==> src/rtl/s_axi_lite_regs_if.sv <==
// AXI4-Lite bus bundle between a master and the s_axi_lite_regs register file.
// Latency: none; this is wiring only.
// Backpressure: carries the five valid/ready channel pairs (AW, W, B, AR, R).
// Ports: aw*/w*/ar* request channels and b*/r* response channels; modports
// master (drives requests, consumes responses) and slave (the reverse).
interface s_axi_lite_regs_if #(
  parameter int DWIDTH = 32
);
  logic              awvalid;
  logic [DWIDTH-1:0] awaddr;
  logic [2:0]        awprot;
  logic              awready;
  logic              wvalid;
  logic [DWIDTH-1:0] wdata;
  logic [DWIDTH/8-1:0] wstrb;
  logic              wready;
  logic              bvalid;
  logic [1:0]        bresp;
  logic              bready;
  logic              arvalid;
  logic [DWIDTH-1:0] araddr;
  logic [2:0]        arprot;
  logic              arready;
  logic              rvalid;
  logic [DWIDTH-1:0] rdata;
  logic [1:0]        rresp;
  logic              rready;

  modport master (
    output awvalid, awaddr, awprot, input awready,
    output wvalid, wdata, wstrb, input wready,
    input bvalid, bresp, output bready,
    output arvalid, araddr, arprot, input arready,
    input rvalid, rdata, rresp, output rready
  );

  modport slave (
    input awvalid, awaddr, awprot, output awready,
    input wvalid, wdata, wstrb, output wready,
    output bvalid, bresp, input bready,
    input arvalid, araddr, arprot, output arready,
    output rvalid, rdata, rresp, input rready
  );
endinterface

==> src/rtl/s_axi_lite_regs.sv <==
// AXI4-Lite slave register file: REG_NUM x 32-bit registers, flat export, per-register write pulse.
// Latency: AW+W accepted on edge N -> B after edge N+1; AR accepted on edge N -> R after edge N.
// Backpressure: one-deep AW/W capture, at most one outstanding B and one outstanding R.
// Ports: clk, xrst (async active-low), s_axi (slave modport), reg_out (reg i at
// [DWIDTH*i +: DWIDTH]), wr_pulse (one cycle after register i is written).
module s_axi_lite_regs #(
  parameter int DWIDTH  = 32,
  parameter int REG_NUM = 4,
  parameter int IDX_BIT = (REG_NUM > 1) ? $clog2(REG_NUM) : 1
) (
  input  logic                      clk,
  input  logic                      xrst,
  s_axi_lite_regs_if.slave          s_axi,
  output logic [DWIDTH*REG_NUM-1:0] reg_out,
  output logic [REG_NUM-1:0]        wr_pulse
);

  localparam int NBYTE = DWIDTH / 8;

  typedef logic [REG_NUM-1:0][DWIDTH-1:0] regs_t;

  logic               live_q, live_d;
  logic               aw_full_q, aw_full_d;
  logic [IDX_BIT-1:0] aw_idx_q, aw_idx_d;
  logic               w_full_q, w_full_d;
  logic [DWIDTH-1:0]  wdata_q, wdata_d;
  logic [NBYTE-1:0]   wstrb_q, wstrb_d;
  logic               bvalid_q, bvalid_d;
  logic [1:0]         bresp_q, bresp_d;
  regs_t              regs_q, regs_d;
  logic [REG_NUM-1:0] wr_pulse_q, wr_pulse_d;
  logic               rvalid_q, rvalid_d;
  logic [DWIDTH-1:0]  rdata_q, rdata_d;
  logic [1:0]         rresp_q, rresp_d;

  logic               awready, wready, arready;
  logic               aw_hs, w_hs, ar_hs, commit;
  logic [IDX_BIT-1:0] ar_idx;
  logic               aw_oor, ar_oor;
  logic               unused;

  function automatic logic idx_oor(input logic [IDX_BIT-1:0] idx);
    return 32'(idx) >= 32'(REG_NUM);
  endfunction

  // live_q holds the readies low while reset is asserted and releases them on
  // the first clock after reset goes away.
  assign awready = live_q && !aw_full_q;
  assign wready  = live_q && !w_full_q;
  assign arready = live_q && !rvalid_q;

  assign aw_hs  = s_axi.awvalid && awready;
  assign w_hs   = s_axi.wvalid && wready;
  assign ar_hs  = s_axi.arvalid && arready;
  // A new write commits only once the previous response has been taken.
  assign commit = aw_full_q && w_full_q && !bvalid_q;

  assign ar_idx = s_axi.araddr[IDX_BIT+1:2];
  assign aw_oor = idx_oor(aw_idx_q);
  assign ar_oor = idx_oor(ar_idx);

  // Address bits outside the index field alias by design; prot is not used.
  assign unused = ^{s_axi.awprot, s_axi.arprot,
                    s_axi.awaddr[1:0], s_axi.awaddr[DWIDTH-1:IDX_BIT+2],
                    s_axi.araddr[1:0], s_axi.araddr[DWIDTH-1:IDX_BIT+2]};

  always_comb begin
    live_d     = 1'b1;
    aw_full_d  = aw_full_q;
    aw_idx_d   = aw_idx_q;
    w_full_d   = w_full_q;
    wdata_d    = wdata_q;
    wstrb_d    = wstrb_q;
    bvalid_d   = bvalid_q;
    bresp_d    = bresp_q;
    regs_d     = regs_q;
    wr_pulse_d = '0;

    if (aw_hs) begin
      aw_full_d = 1'b1;
      aw_idx_d  = s_axi.awaddr[IDX_BIT+1:2];
    end
    if (w_hs) begin
      w_full_d = 1'b1;
      wdata_d  = s_axi.wdata;
      wstrb_d  = s_axi.wstrb;
    end

    if (bvalid_q && s_axi.bready) begin
      bvalid_d = 1'b0;
    end

    if (commit) begin
      aw_full_d = 1'b0;
      w_full_d  = 1'b0;
      bvalid_d  = 1'b1;
      bresp_d   = aw_oor ? 2'b10 : 2'b00;
      // Out-of-range indices match no register, so nothing is written or pulsed.
      for (int i = 0; i < REG_NUM; i++) begin
        if (aw_idx_q == IDX_BIT'(i)) begin
          wr_pulse_d[i] = 1'b1;
          for (int k = 0; k < NBYTE; k++) begin
            if (wstrb_q[k]) begin
              regs_d[i][8*k +: 8] = wdata_q[8*k +: 8];
            end
          end
        end
      end
    end
  end

  always_comb begin
    rvalid_d = rvalid_q;
    rdata_d  = rdata_q;
    rresp_d  = rresp_q;

    if (rvalid_q && s_axi.rready) begin
      rvalid_d = 1'b0;
      rdata_d  = '0;
      rresp_d  = 2'b00;
    end

    // Reads sample regs_q, so a same-edge commit is not yet visible.
    if (ar_hs) begin
      rvalid_d = 1'b1;
      rresp_d  = ar_oor ? 2'b10 : 2'b00;
      rdata_d  = '0;
      for (int i = 0; i < REG_NUM; i++) begin
        if (ar_idx == IDX_BIT'(i)) begin
          rdata_d = regs_q[i];
        end
      end
    end
  end

  always_ff @(posedge clk or negedge xrst) begin
    if (!xrst) begin
      live_q     <= 1'b0;
      aw_full_q  <= 1'b0;
      aw_idx_q   <= '0;
      w_full_q   <= 1'b0;
      wdata_q    <= '0;
      wstrb_q    <= '0;
      bvalid_q   <= 1'b0;
      bresp_q    <= 2'b00;
      regs_q     <= '0;
      wr_pulse_q <= '0;
      rvalid_q   <= 1'b0;
      rdata_q    <= '0;
      rresp_q    <= 2'b00;
    end else begin
      live_q     <= live_d;
      aw_full_q  <= aw_full_d;
      aw_idx_q   <= aw_idx_d;
      w_full_q   <= w_full_d;
      wdata_q    <= wdata_d;
      wstrb_q    <= wstrb_d;
      bvalid_q   <= bvalid_d;
      bresp_q    <= bresp_d;
      regs_q     <= regs_d;
      wr_pulse_q <= wr_pulse_d;
      rvalid_q   <= rvalid_d;
      rdata_q    <= rdata_d;
      rresp_q    <= rresp_d;
    end
  end

  assign s_axi.awready = awready;
  assign s_axi.wready  = wready;
  assign s_axi.bvalid  = bvalid_q;
  assign s_axi.bresp   = bresp_q;
  assign s_axi.arready = arready;
  assign s_axi.rvalid  = rvalid_q;
  assign s_axi.rdata   = rdata_q;
  assign s_axi.rresp   = rresp_q;
  assign reg_out       = regs_q;
  assign wr_pulse      = wr_pulse_q;

endmodule

==> src/flat_wrapper.sv <==
// flat-port wrapper written by rule: the top's interface ports become plain ports
module s_axi_lite_regs_flat 
#(
  parameter int DWIDTH  = 32,
  parameter int REG_NUM = 4,
  parameter int IDX_BIT = (REG_NUM > 1) ? $clog2(REG_NUM) : 1
)
  (clk, xrst, reg_out, wr_pulse, s_axi_awvalid, s_axi_awaddr, s_axi_awprot, s_axi_awready, s_axi_wvalid, s_axi_wdata, s_axi_wstrb, s_axi_wready, s_axi_bvalid, s_axi_bresp, s_axi_bready, s_axi_arvalid, s_axi_araddr, s_axi_arprot, s_axi_arready, s_axi_rvalid, s_axi_rdata, s_axi_rresp, s_axi_rready);
  s_axi_lite_regs_if #(.DWIDTH(DWIDTH)) s_axi_i ();
  input  logic clk;
  input  logic xrst;
  output logic [DWIDTH*REG_NUM-1:0] reg_out;
  output logic [REG_NUM-1:0] wr_pulse;
  input wire logic [$bits(s_axi_i.awvalid)-1:0] s_axi_awvalid;
  input wire logic [$bits(s_axi_i.awaddr)-1:0] s_axi_awaddr;
  input wire logic [$bits(s_axi_i.awprot)-1:0] s_axi_awprot;
  output wire logic [$bits(s_axi_i.awready)-1:0] s_axi_awready;
  input wire logic [$bits(s_axi_i.wvalid)-1:0] s_axi_wvalid;
  input wire logic [$bits(s_axi_i.wdata)-1:0] s_axi_wdata;
  input wire logic [$bits(s_axi_i.wstrb)-1:0] s_axi_wstrb;
  output wire logic [$bits(s_axi_i.wready)-1:0] s_axi_wready;
  output wire logic [$bits(s_axi_i.bvalid)-1:0] s_axi_bvalid;
  output wire logic [$bits(s_axi_i.bresp)-1:0] s_axi_bresp;
  input wire logic [$bits(s_axi_i.bready)-1:0] s_axi_bready;
  input wire logic [$bits(s_axi_i.arvalid)-1:0] s_axi_arvalid;
  input wire logic [$bits(s_axi_i.araddr)-1:0] s_axi_araddr;
  input wire logic [$bits(s_axi_i.arprot)-1:0] s_axi_arprot;
  output wire logic [$bits(s_axi_i.arready)-1:0] s_axi_arready;
  output wire logic [$bits(s_axi_i.rvalid)-1:0] s_axi_rvalid;
  output wire logic [$bits(s_axi_i.rdata)-1:0] s_axi_rdata;
  output wire logic [$bits(s_axi_i.rresp)-1:0] s_axi_rresp;
  input wire logic [$bits(s_axi_i.rready)-1:0] s_axi_rready;
  assign s_axi_i.awvalid = s_axi_awvalid;
  assign s_axi_i.awaddr = s_axi_awaddr;
  assign s_axi_i.awprot = s_axi_awprot;
  assign s_axi_awready = s_axi_i.awready;
  assign s_axi_i.wvalid = s_axi_wvalid;
  assign s_axi_i.wdata = s_axi_wdata;
  assign s_axi_i.wstrb = s_axi_wstrb;
  assign s_axi_wready = s_axi_i.wready;
  assign s_axi_bvalid = s_axi_i.bvalid;
  assign s_axi_bresp = s_axi_i.bresp;
  assign s_axi_i.bready = s_axi_bready;
  assign s_axi_i.arvalid = s_axi_arvalid;
  assign s_axi_i.araddr = s_axi_araddr;
  assign s_axi_i.arprot = s_axi_arprot;
  assign s_axi_arready = s_axi_i.arready;
  assign s_axi_rvalid = s_axi_i.rvalid;
  assign s_axi_rdata = s_axi_i.rdata;
  assign s_axi_rresp = s_axi_i.rresp;
  assign s_axi_i.rready = s_axi_rready;
  s_axi_lite_regs #(.DWIDTH(DWIDTH), .REG_NUM(REG_NUM), .IDX_BIT(IDX_BIT)) u_core (.clk(clk), .xrst(xrst), .s_axi(s_axi_i), .reg_out(reg_out), .wr_pulse(wr_pulse));
endmodule
==> config.mk <==
export PLATFORM = sky130hd
export DESIGN_NAME = s_axi_lite_regs_flat
export DESIGN_NICKNAME = d
export VERILOG_FILES = /design/src/rtl/s_axi_lite_regs_if.sv /design/src/rtl/s_axi_lite_regs.sv /design/src/flat_wrapper.sv
export SDC_FILE = /design/constraint.sdc
export NUM_CORES = 1
export LEC_CHECK = 0
export BUFFER_PORTS_ARGS = -buffer_cell sky130_fd_sc_hd__buf_2
export CAP_MARGIN = 10
export CORE_ASPECT_RATIO = 1.5
export CORE_MARGIN = 2
export CORE_UTILIZATION = 56
export CTS_BUF_LIST = sky130_fd_sc_hd__clkbuf_4 sky130_fd_sc_hd__clkbuf_8
export CTS_CLUSTER_DIAMETER = 120
export DETAILED_ROUTE_END_ITERATION = 6
export PLACE_DENSITY = 0.87
export SETUP_SLACK_MARGIN = 0.15
export SLEW_MARGIN = 10
export SYNTH_ARGS = -nofsm -noshare
export SYNTH_HDL_FRONTEND = slang
export SYNTH_SLANG_ARGS = --single-unit
==> constraint.sdc <==
create_clock -name clk -period 5.1 [get_ports clk]
set_clock_uncertainty 0.15 [all_clocks]
set_input_delay 0.51 -clock clk [delete_from_list [all_inputs] [get_ports clk]]
set_output_delay 0.51 -clock clk [all_outputs]
set_load 0.1 [all_outputs]
Word-level counts from Yosys, hierarchy flattened:

Index checks and enable logic that the tools add are counted.

* equality and inequality tests: 6
* multiplexer cells: 21
* reduce and logical (&&, ||, !) cells: 36

Operators by type and width (number)
* two-way mux 32 bit: 6
* AND reduction 3 bit: 16
* two-way mux 1 bit: 12
* logical AND 1 bit: 10
* == test 2 bit, second input constant: 4
* nonzero test 2 bit: 4
* == test 2 x 1 -> 1 bit, second input constant: 2
* zero test 1 bit: 4
* zero test 2 bit: 2
* two-way mux 2 bit: 2
* two-way mux 4 bit: 1

* bits in registers: 209
* input bits: 113
* output and inout port bits: 173
* word-level logic and storage cells: 90

Longest topological paths before layout:

Gate-level depths: netlist of the first run.

* word-level depth: 6
* depth in mapped cells: 5
* gate-level depth less buffers: 3

Least setup slack after synthesis of the first run:

No wires, ideal clock.

* path type: register to register
* from: register u_core.rvalid_q, in the netlist u_core.s_axi.rvalid
* to: register u_core.rdata_q[18], in the netlist u_core.s_axi.rdata[18]
* library setup time: 120 ps
* data arrival time: 3107 ps
* required time: 4830 ps
* setup slack: 1723 ps
* cell stages (with the launch flop): 5
* buffers on the path: 1
* clock period less this slack: 3377 ps
* path through: dfrtp_1 -> nor2b_1 -> a22oi_1 -> clkbuf_1 -> a21o_1

* word-level cells in the longest chain between the ends: 4
* elaborated cells on any way between the ends: 6
* those cells by class: 1 x mux; 5 x reduce/logical

Ends and longest elaborated chain
* start: declaration: line s_axi_lite_regs.sv:32 `logic rvalid_q, rvalid_d;`
* start signal: assignment: line s_axi_lite_regs.sv:162 `rvalid_q <= rvalid_d;`
* zero test 1 bit (*): line s_axi_lite_regs.sv:50 `assign arready = live_q && !rvalid_q;`
* logical AND 1 bit (*): line s_axi_lite_regs.sv:50
* net s_axi_arready: line flat_wrapper.sv:28 `output wire logic [$bits(s_axi_i.arready)-1:0] s_axi_arready;`
* logical AND 1 bit (*): line s_axi_lite_regs.sv:54 `assign ar_hs = s_axi.arvalid && arready;`
* two-way mux 32 bit or nonzero test 2 bit (tied branches)
* end signal: assignment: line s_axi_lite_regs.sv:163 `rdata_q <= rdata_d;`
* end: declaration: line s_axi_lite_regs.sv:33 `logic [DWIDTH-1:0] rdata_q, rdata_d;`

Mark *: on every way through the listed nets, which the timed path passes. The rest lies on a longest branch.
A chain may end at the register's enable or synchronous reset.

Worst setup path in the final report of the first run:

* from: register u_core.rvalid_q, in the netlist u_core.s_axi.rvalid
* to: register u_core.rdata_q[3], in the netlist u_core.s_axi.rdata[3]

* word-level cells in the longest chain between the ends: 4
* elaborated cells on any way between the ends: 6
* those cells by class: 1 x mux; 5 x reduce/logical

Ends and longest elaborated chain (line)
* zero test 1 bit: s_axi_lite_regs.sv:50
* logical AND 1 bit: s_axi_lite_regs.sv:50
* logical AND 1 bit: s_axi_lite_regs.sv:54
* two-way mux 32 bit or nonzero test 2 bit (tied branches)

Parallel ways exist; a longest one is shown, timed or not.

==> results summary, run 1 <==
The run finished with clean final reports. The classification of the worst setup path is reg2reg. The launching element type of the critical path is a flip-flop.

The insertion delay to the later sink of the worst-skew pair came out at 540 ps. The H-tree depth is 1. The hold violation total from the final report came out at 0. The final RePlAce weighted congestion is 0.8113. Among all stages on the critical path, the largest delay is contributed by nand4b_1. Port buffering added 215 buffers. Entering global routing, the biggest net connects 110 pins.

The total routed wirelength came out at 21890 um. The overall fraction of global-route tracks in use is 26.55%. The net count reported at finish came out at 919. The global-route wire length before repair came out at 34190 um. The capture endpoint of the worst hold path is u_core.wdata_q[0]. In this run, CTS created clock tree buffers numbering 30. After synthesis, the largest family of logic cells by area is multiplexers. The transition time of the tightest slew-check pin is 1182 ps.

The sum of negative setup slack came out at 0 ps. Setup repair after global routing left no endpoint under its margin. Counting flops with an async set or reset pin after synthesis yields a share of 100.0%. In this run, the number of DRC markers left after iteration 0 of detailed routing was 297. The upper clock frequency limit came out at 0.3894 GHz. The placeable core area is 15140 um2. The post-layout instance area came out at 10590 um2.

The path class of the tightest hold or removal check is in2reg. The setup slack of the most critical reg-to-reg path came out at 2530 ps. The maximum fanout along the worst path came out at 17. The die outline height came out at 156.6 um. The CTS root buffer is clkbuf_8.

The total cell area at the placement stage is 9926 um2. TritonCTS built the clock tree. The endpoint type of the worst setup path is a flip-flop. The number of vias per cell is 5.635.

The sum of overflow across all layers after global routing is 0. The summed instance area of the synthesized netlist came out at 8698 um2. The number of global-route vias before repair came out at 6365. The count of TritonRoute iterations in the first routing pass came out at 4. CTS saw 207 sinks. The post-synthesis share of cell area spent on full adders, half adders and majority gates is 0%.

The fraction of synthesized cell area in xor and xnor cells is 0%. Cells fill 69.97% of the core in the end. The endpoint of the lowest-slack register-to-register path is u_core.s_axi.rdata[3]. The clock passes through at most 3 buffers. In the final routed layout, each cell accounts on average for 21.29 um. The max-slew violation count came to 0. The critical path goes through nand4b_1, buf_4, o22ai_1, a21o_1. The share of the synthesized area in compound gates (AO/OA/AOI/OAI) is 5.466%. For this run, the leading register cell type out of synthesis is dfrtp_1. The number of storage elements in the synthesis netlist is 207. The number of cells on the worst reg-to-reg path is 4.

The die area is 16570 um2. The portion of synthesized area spent on multiplexers is 28.86%. In this run the remaining antenna-violating nets after routing total 0. The count of final setup violators came out at 0. 286 I/O pins were placed.

The post-CTS clock slew at the launch and capture registers of the worst setup and hold paths is 60 ps. In this run, synthesis inferred 0 flip-flops with an integrated enable. The number of rows created at floorplan came out at 55.

Post-CTS timing repair inserted 0 buffers for setup. The time the worst path needs with I/O delays and setup came out at 2568 ps. The number of gates resized after CTS was 0. The gate count after technology mapping is 579. STA puts the critical path data arrival time at 2900 ps. The Yosys warning count is 0.

The final instance count without filler cells is 1028. The largest stage delay on the critical path came out at 970 ps. The overall die width is 105.8 um.

The count of distinct cell types in the synthesized netlist is 33. From synthesis to final layout, the design area changed by 21.78%. The starting utilization of the core area is 57.45%. In this run, placement finished with an instance count of 972. The simple-gate area share of the yosys netlist came out at 3.984%.

In this run the critical register-to-register path is launched from u_core.s_axi.rvalid. The register area share after synthesis is 59.55%. The worst min-delay path startpoint is s_axi_wdata[0]. The number of antenna violations at the first check in global routing came out at 1.

The count of unresolved DRC violations after routing is 0. The final route contains 5793 vias. STA puts the critical path data required time at 5430 ps. Headroom to the max-slew limit came out at 20.93%. The total of hold buffers inserted after clock tree synthesis is 1. The cell depth of the worst min-delay path came out at 2.

The detailed-placement wirelength estimate is 14550 um. The share of post-route cells with drive strength above 1 is 55.56%. The mean instance size in the synthesized netlist is 15.02 um2. After layout, the worst path uses 50.36% of the clock period. The number of violations of the max-capacitance limit came out at 0.
## through the flow
step | setup WS [ps] | hold slack [ps]
6_report | 2532 | 48.70
5_1_grt | 2458 | 31.28
4_1_cts | 2565 | 23.27
3_5_place_dp | 2442 | 310.9
3_3_place_gp | 2580 | 303.1
2_1_floorplan | 1723 | 64.41
## cell type report
cell class	count	area, um2
clock inverters	3	40.04
repair buffers	221	1135
inverters	3	11.26
fillers	1091	4547
clock buffers	51	614.3
diodes	1	2.502
flip-flops and latches	207	5180
well taps	199	249.0
multi-input cells	343	3361
## placed cells by master (no fill, tap or decap), types with 6 or more instances in the layout
master,instances
mux2_2,162
nand3_2,9
buf_2,213
mux2i_1,64
o22ai_1,32
dfrtp_1,207
nor2_4,7
clkbuf_8,38
a21o_1,32
clkbuf_4,14
buf_4,6
## synthesized netlist by cell type, types with 2 or more instances
cell,n,area share (%)
nand3b_1,2,0.17
buf_4,4,0.35
nand2_1,2,0.086
mux2_2,162,21
buf_2,15,0.86
mux2i_1,64,7.4
a22o_1,2,0.20
nor3_1,2,0.12
a21o_1,32,2.8
nor2_4,7,0.91
conb_1,2,0.086
dfrtp_1,207,60
o21ai_0,2,0.12
clkbuf_2,2,0.12
mux2_1,4,0.52
nor2_2,2,0.14
buf_6,3,0.39
nor2_1,2,0.086
clkbuf_1,5,0.22
nand3_2,9,1.0
o22ai_1,32,2.3
nor2b_1,3,0.22
nand3b_4,2,0.46
inv_1,3,0.13
## metal layers
layer | part of all wire [%] | GRT usage, %
met5 | 0 | 0
met4 | 2.1 | 7.957
met3 | 5.8 | 5.289
met1 | 38 | 31.64
met2 | 54 | 48.45
## worst max-delay path: cells and delay by family (launching register included)
family	cells	cell delay (ps)
buffers and inverters	1	580
AOI/OAI and AO/OA	2	360
DFF	1	440
and+or+nand+nor	1	970
## state kept, by name (all words and copies together) (netlist names)
| register | count |
|---|---|
| u_core.reg_out | 128 |
| u_core.aw_idx_q | 2 |
| u_core.s_axi.rvalid | 1 |
| u_core.w_full_q | 1 |
| u_core.wr_pulse | 4 |
| u_core.aw_full_q | 1 |
| u_core.wstrb_q | 4 |
| u_core.live_q | 1 |
| u_core.s_axi.rdata | 32 |
| u_core.s_axi.bvalid | 1 |
| u_core.wdata_q | 32 |
## kinds of logic after synthesis
group / Yosys count
buffers and inverters: 32
DFF: 207
and+or+nand+nor: 39
muxes: 230
AOI/OAI and AO/OA: 69
other: 2
## worst max-delay path by stage
stage / start / to / slack [ps] / cells after the start
final: u_core.s_axi.rvalid / u_core.s_axi.rdata[3] / 2530 / 4
after global routing: u_core.s_axi.rvalid / u_core.s_axi.rdata[6] / 2460 / 4
after CTS: u_core.s_axi.rvalid / u_core.s_axi.rdata[3] / 2570 / 4
after detailed placement: s_axi_arvalid / u_core.s_axi.rdata[3] / 2440 / 5
after global placement: s_axi_arvalid / u_core.s_axi.rdata[3] / 2580 / 5
after floorplan: u_core.s_axi.rvalid / u_core.s_axi.rdata[18] / 1720 / 4
Power of run 1 is left out: the tool's default activity adds up to more than one toggle a clock period on the data nets, which glitch-free logic cannot reach.
==> run 2: changes to the inputs <==
--- a/config.mk
+++ b/config.mk
@@ -9,11 +9,11 @@
 export CAP_MARGIN = 10
 export CORE_ASPECT_RATIO = 1.5
 export CORE_MARGIN = 2
-export CORE_UTILIZATION = 56
+export CORE_UTILIZATION = 47
 export CTS_BUF_LIST = sky130_fd_sc_hd__clkbuf_4 sky130_fd_sc_hd__clkbuf_8
 export CTS_CLUSTER_DIAMETER = 120
 export DETAILED_ROUTE_END_ITERATION = 6
-export PLACE_DENSITY = 0.87
+export PLACE_DENSITY = 0.78
 export SETUP_SLACK_MARGIN = 0.15
 export SLEW_MARGIN = 10
 export SYNTH_ARGS = -nofsm -noshare
==> constraint.sdc (replaced) <==
create_clock -name clk -period 2.1 [get_ports clk]
set_clock_uncertainty 0.15 [all_clocks]
set_input_delay 0.21 -clock clk [delete_from_list [all_inputs] [get_ports clk]]
set_output_delay 0.21 -clock clk [all_outputs]
set_load 0.1 [all_outputs]
==> results summary, run 2 (synthesized netlist as in run 1, its figures left out) <==
The flow ran to the end, and the final reports show no timing, DRC or antenna violations. Subtracting the final worst setup slack from the clock period gives 1928 ps. The final RePlAce weighted congestion came out at 0.7692 (-5.2%). Compared with the post-synthesis result, the final layout area differs by 30.68%. The critical path's slowest cell is dfrtp_1.

The largest net degree at the start of global routing came out at 70 (-36%). The cell depth of the worst min-delay path is 3 (+1). The max-slew violation count is 0 (unchanged). The TritonCTS clock tree is done. The worst slew margin relative to its limit came to 60.70% (+40 points). The worst hold path belongs to the class in2reg. The transition time of the tightest slew-check pin is 589.5 ps (-592.4 ps). The number of buffers added by the clock tree synthesis step came to 30 (unchanged). The number of violations of the max-capacitance limit came out at 0 (unchanged). The number of vias per cell came out at 5.433 (-3.6%). The cell family contributing the most delay on the critical path is buffers and inverters.

The worst setup path is launched from a flip-flop. The net count reported at finish was 985 (+7.2%). The die outline height came out at 170.6 um (+8.9%). The number of global-route vias before repair came out at 6173 (-3.0%).

The share of post-route cells with drive strength above 1 is 54.75% (-0.81 points). The count of buffers inserted at the top-level ports is 215 (unchanged). The total routed wirelength came out at 21900 um (about the same).

The detailed-placement wirelength estimate came to 14670 um (+0.79%). The top-level I/O count came out at 286 (unchanged). The most common cell type on the critical path is buf_4. The data required time at the worst endpoint is 1740 ps (-3690 ps). The number of flip-flops in the largest register is 128 (unchanged). The placeable core area was 18020 um2 (+19%).

The critical path goes through buf_4, buf_4, nor2b_4, buf_12. The hold violation total from the final report is 0 (unchanged). The global-route met3 utilization was 2.976% (-2.3 points).

The count of nets left with antenna violations after detail routing came out at 0 (unchanged). The post-CTS clock slew at the launch and capture registers of the worst setup and hold paths came to 60 ps (about the same). The number of rows created at floorplan is 60 (+9.1%). The maximum fanout along the worst path was 3 (-14). The count of final setup violators came out at 0 (unchanged). In the finished design, the share of the clock period the worst path needs comes to 91.83%. The count of unresolved DRC violations after routing came out at 0 (unchanged). The overall die width is 115.1 um (+8.8%). The critical path is of the reg2out type. The count of routing violations after the opening detailed-route iteration is 253 (-15%). The count of buffer and inverter cells on the critical path is 3 (+2). The global-route wire length before repair is 33770 um (-1.2%). The maximum buffer depth of the clock tree was 3 (unchanged). The wire length per cell after detailed routing is 19.69 um (-7.5%).

The starting utilization of the core area came out at 48.28% (-9.2 points). The number of sinks driven by the clock tree is 207 (unchanged). The insertion delay to the later sink of the worst-skew pair came out at 530 ps (about the same). The arrival time of the worst setup path is 1570 ps (-1330 ps). The die area is 19630 um2 (+19%). The global-route track usage on met1 is 26.75% (-4.9 points). The library cell used most frequently in the layout, excluding fill and tap cells, is buf_2. In this run the most critical hold path is launched from s_axi_wvalid.

The upper clock frequency limit is 0.5186 GHz. The largest stage delay on the critical path came out at 370 ps (-600 ps). Setup repair after global routing could not meet its margin everywhere.

met2 is the most crowded layer. The overall fraction of global-route tracks in use is 22.09% (-4.5 points). The antenna diode instance count is 0 (-1).

The setup slack of the most critical reg-to-reg path was 240 ps (-2290 ps). The count of TritonRoute iterations in the first routing pass was 4 (unchanged). The sum of overflow across all layers after global routing came out at 0 (unchanged).

The met2 usage came out at 40.13% (-8.3 points). The number of antenna violations at the first check in global routing is 0 (-1). The endpoint identified for the worst register-to-register timing path is u_core.reg_out[21]. The worst setup path is captured at an output pin. The tree is rooted in a clkbuf_8. The number of cells on the worst reg-to-reg path came out at 3 (-1).

The path with the worst hold slack has its endpoint at u_core.wdata_q[21]. The total via count after detailed routing came out at 6041 (+4.3%). In the layout the commonest cells are 209 x buf_2, 205 x dfrtp_1, 162 x mux2_2. In this run the critical register-to-register path is launched from u_core.aw_full_q. The H-tree depth is 1 (unchanged). The sum of negative setup slack is 0 ps (unchanged).
[run 2: cell types whose count changed in the layout (fill, tap and decap cells not counted), moves of 4 or more]
cell           previous run  this run
buf_12                    0         9
buf_2                   213       209
buf_4                     6        24
dlygate4sd3_1             1        43
[run 2: worst max-delay path by stage]
stage / from / to / slack (ps) / depth (start not counted)
6_report: u_core.live_q / s_axi_awready / 170 / 4
5_1_grt: u_core.live_q / s_axi_awready / 100 / 4
4_1_cts: u_core.live_q / s_axi_awready / 120 / 4
3_5_place_dp: u_core.s_axi.rvalid / u_core.s_axi.rdata[13] / 120 / 3
3_3_place_gp: u_core.s_axi.rvalid / u_core.s_axi.rdata[20] / 140 / 3
2_1_floorplan: u_core.s_axi.rvalid / u_core.s_axi.rdata[18] / 60 / 4
[run 2: area by class of cell]
type                    count  area, um2
repair buffers            287       1862
fillers                  1392       6650
flip-flops and latches    207       5185
clock buffers              53      641.9
clock inverters             2      10.01
inverters                   3      11.26
well taps                 217      271.5
multi-input cells         343       3386
[run 2: worst register-to-register path, delay by kind of cell (launching register included)]
family,cells,cell delay [ps]
mux,1,380
flops,1,500
simple gates,2,720
[run 2: layer usage]
metal | wire length, um | vias to the layer above
met1 | 8729 | 3107
met3 | 886 | 45
li1 | - | 2700
met2 | 11690 | 189
met5 | 0 | -
met4 | 589 | 0
[run 2: metrics by stage]
step | instance area (um2) | utilization, % | hold WS, ps | worst slack [ps] | instances
finish | 11370 | 63.09 | 59.25 | 171.6 | 1112
global route | 11370 | 63.09 | 54.70 | 99.21 | 1112
CTS | 11300 | 62.69 | 32.35 | 116.9 | 1108
detailed placement | 10170 | 56.44 | 108.5 | 116.5 | 1008
global placement | 10170 | 56.44 | 105.7 | 139.3 | 1008
floorplan | 8760 | - | -235.6 | 58.27 | 582
[run 2: timing repair]
action	4_1_cts	5_1_grt
setup buffers	2	4
resized for setup	6	3
pin swaps	1	4
hold endpoints to repair	232	0
setup endpoints to repair	23	22
hold buffers	43	0
Power of run 2 is left out for the same reason.
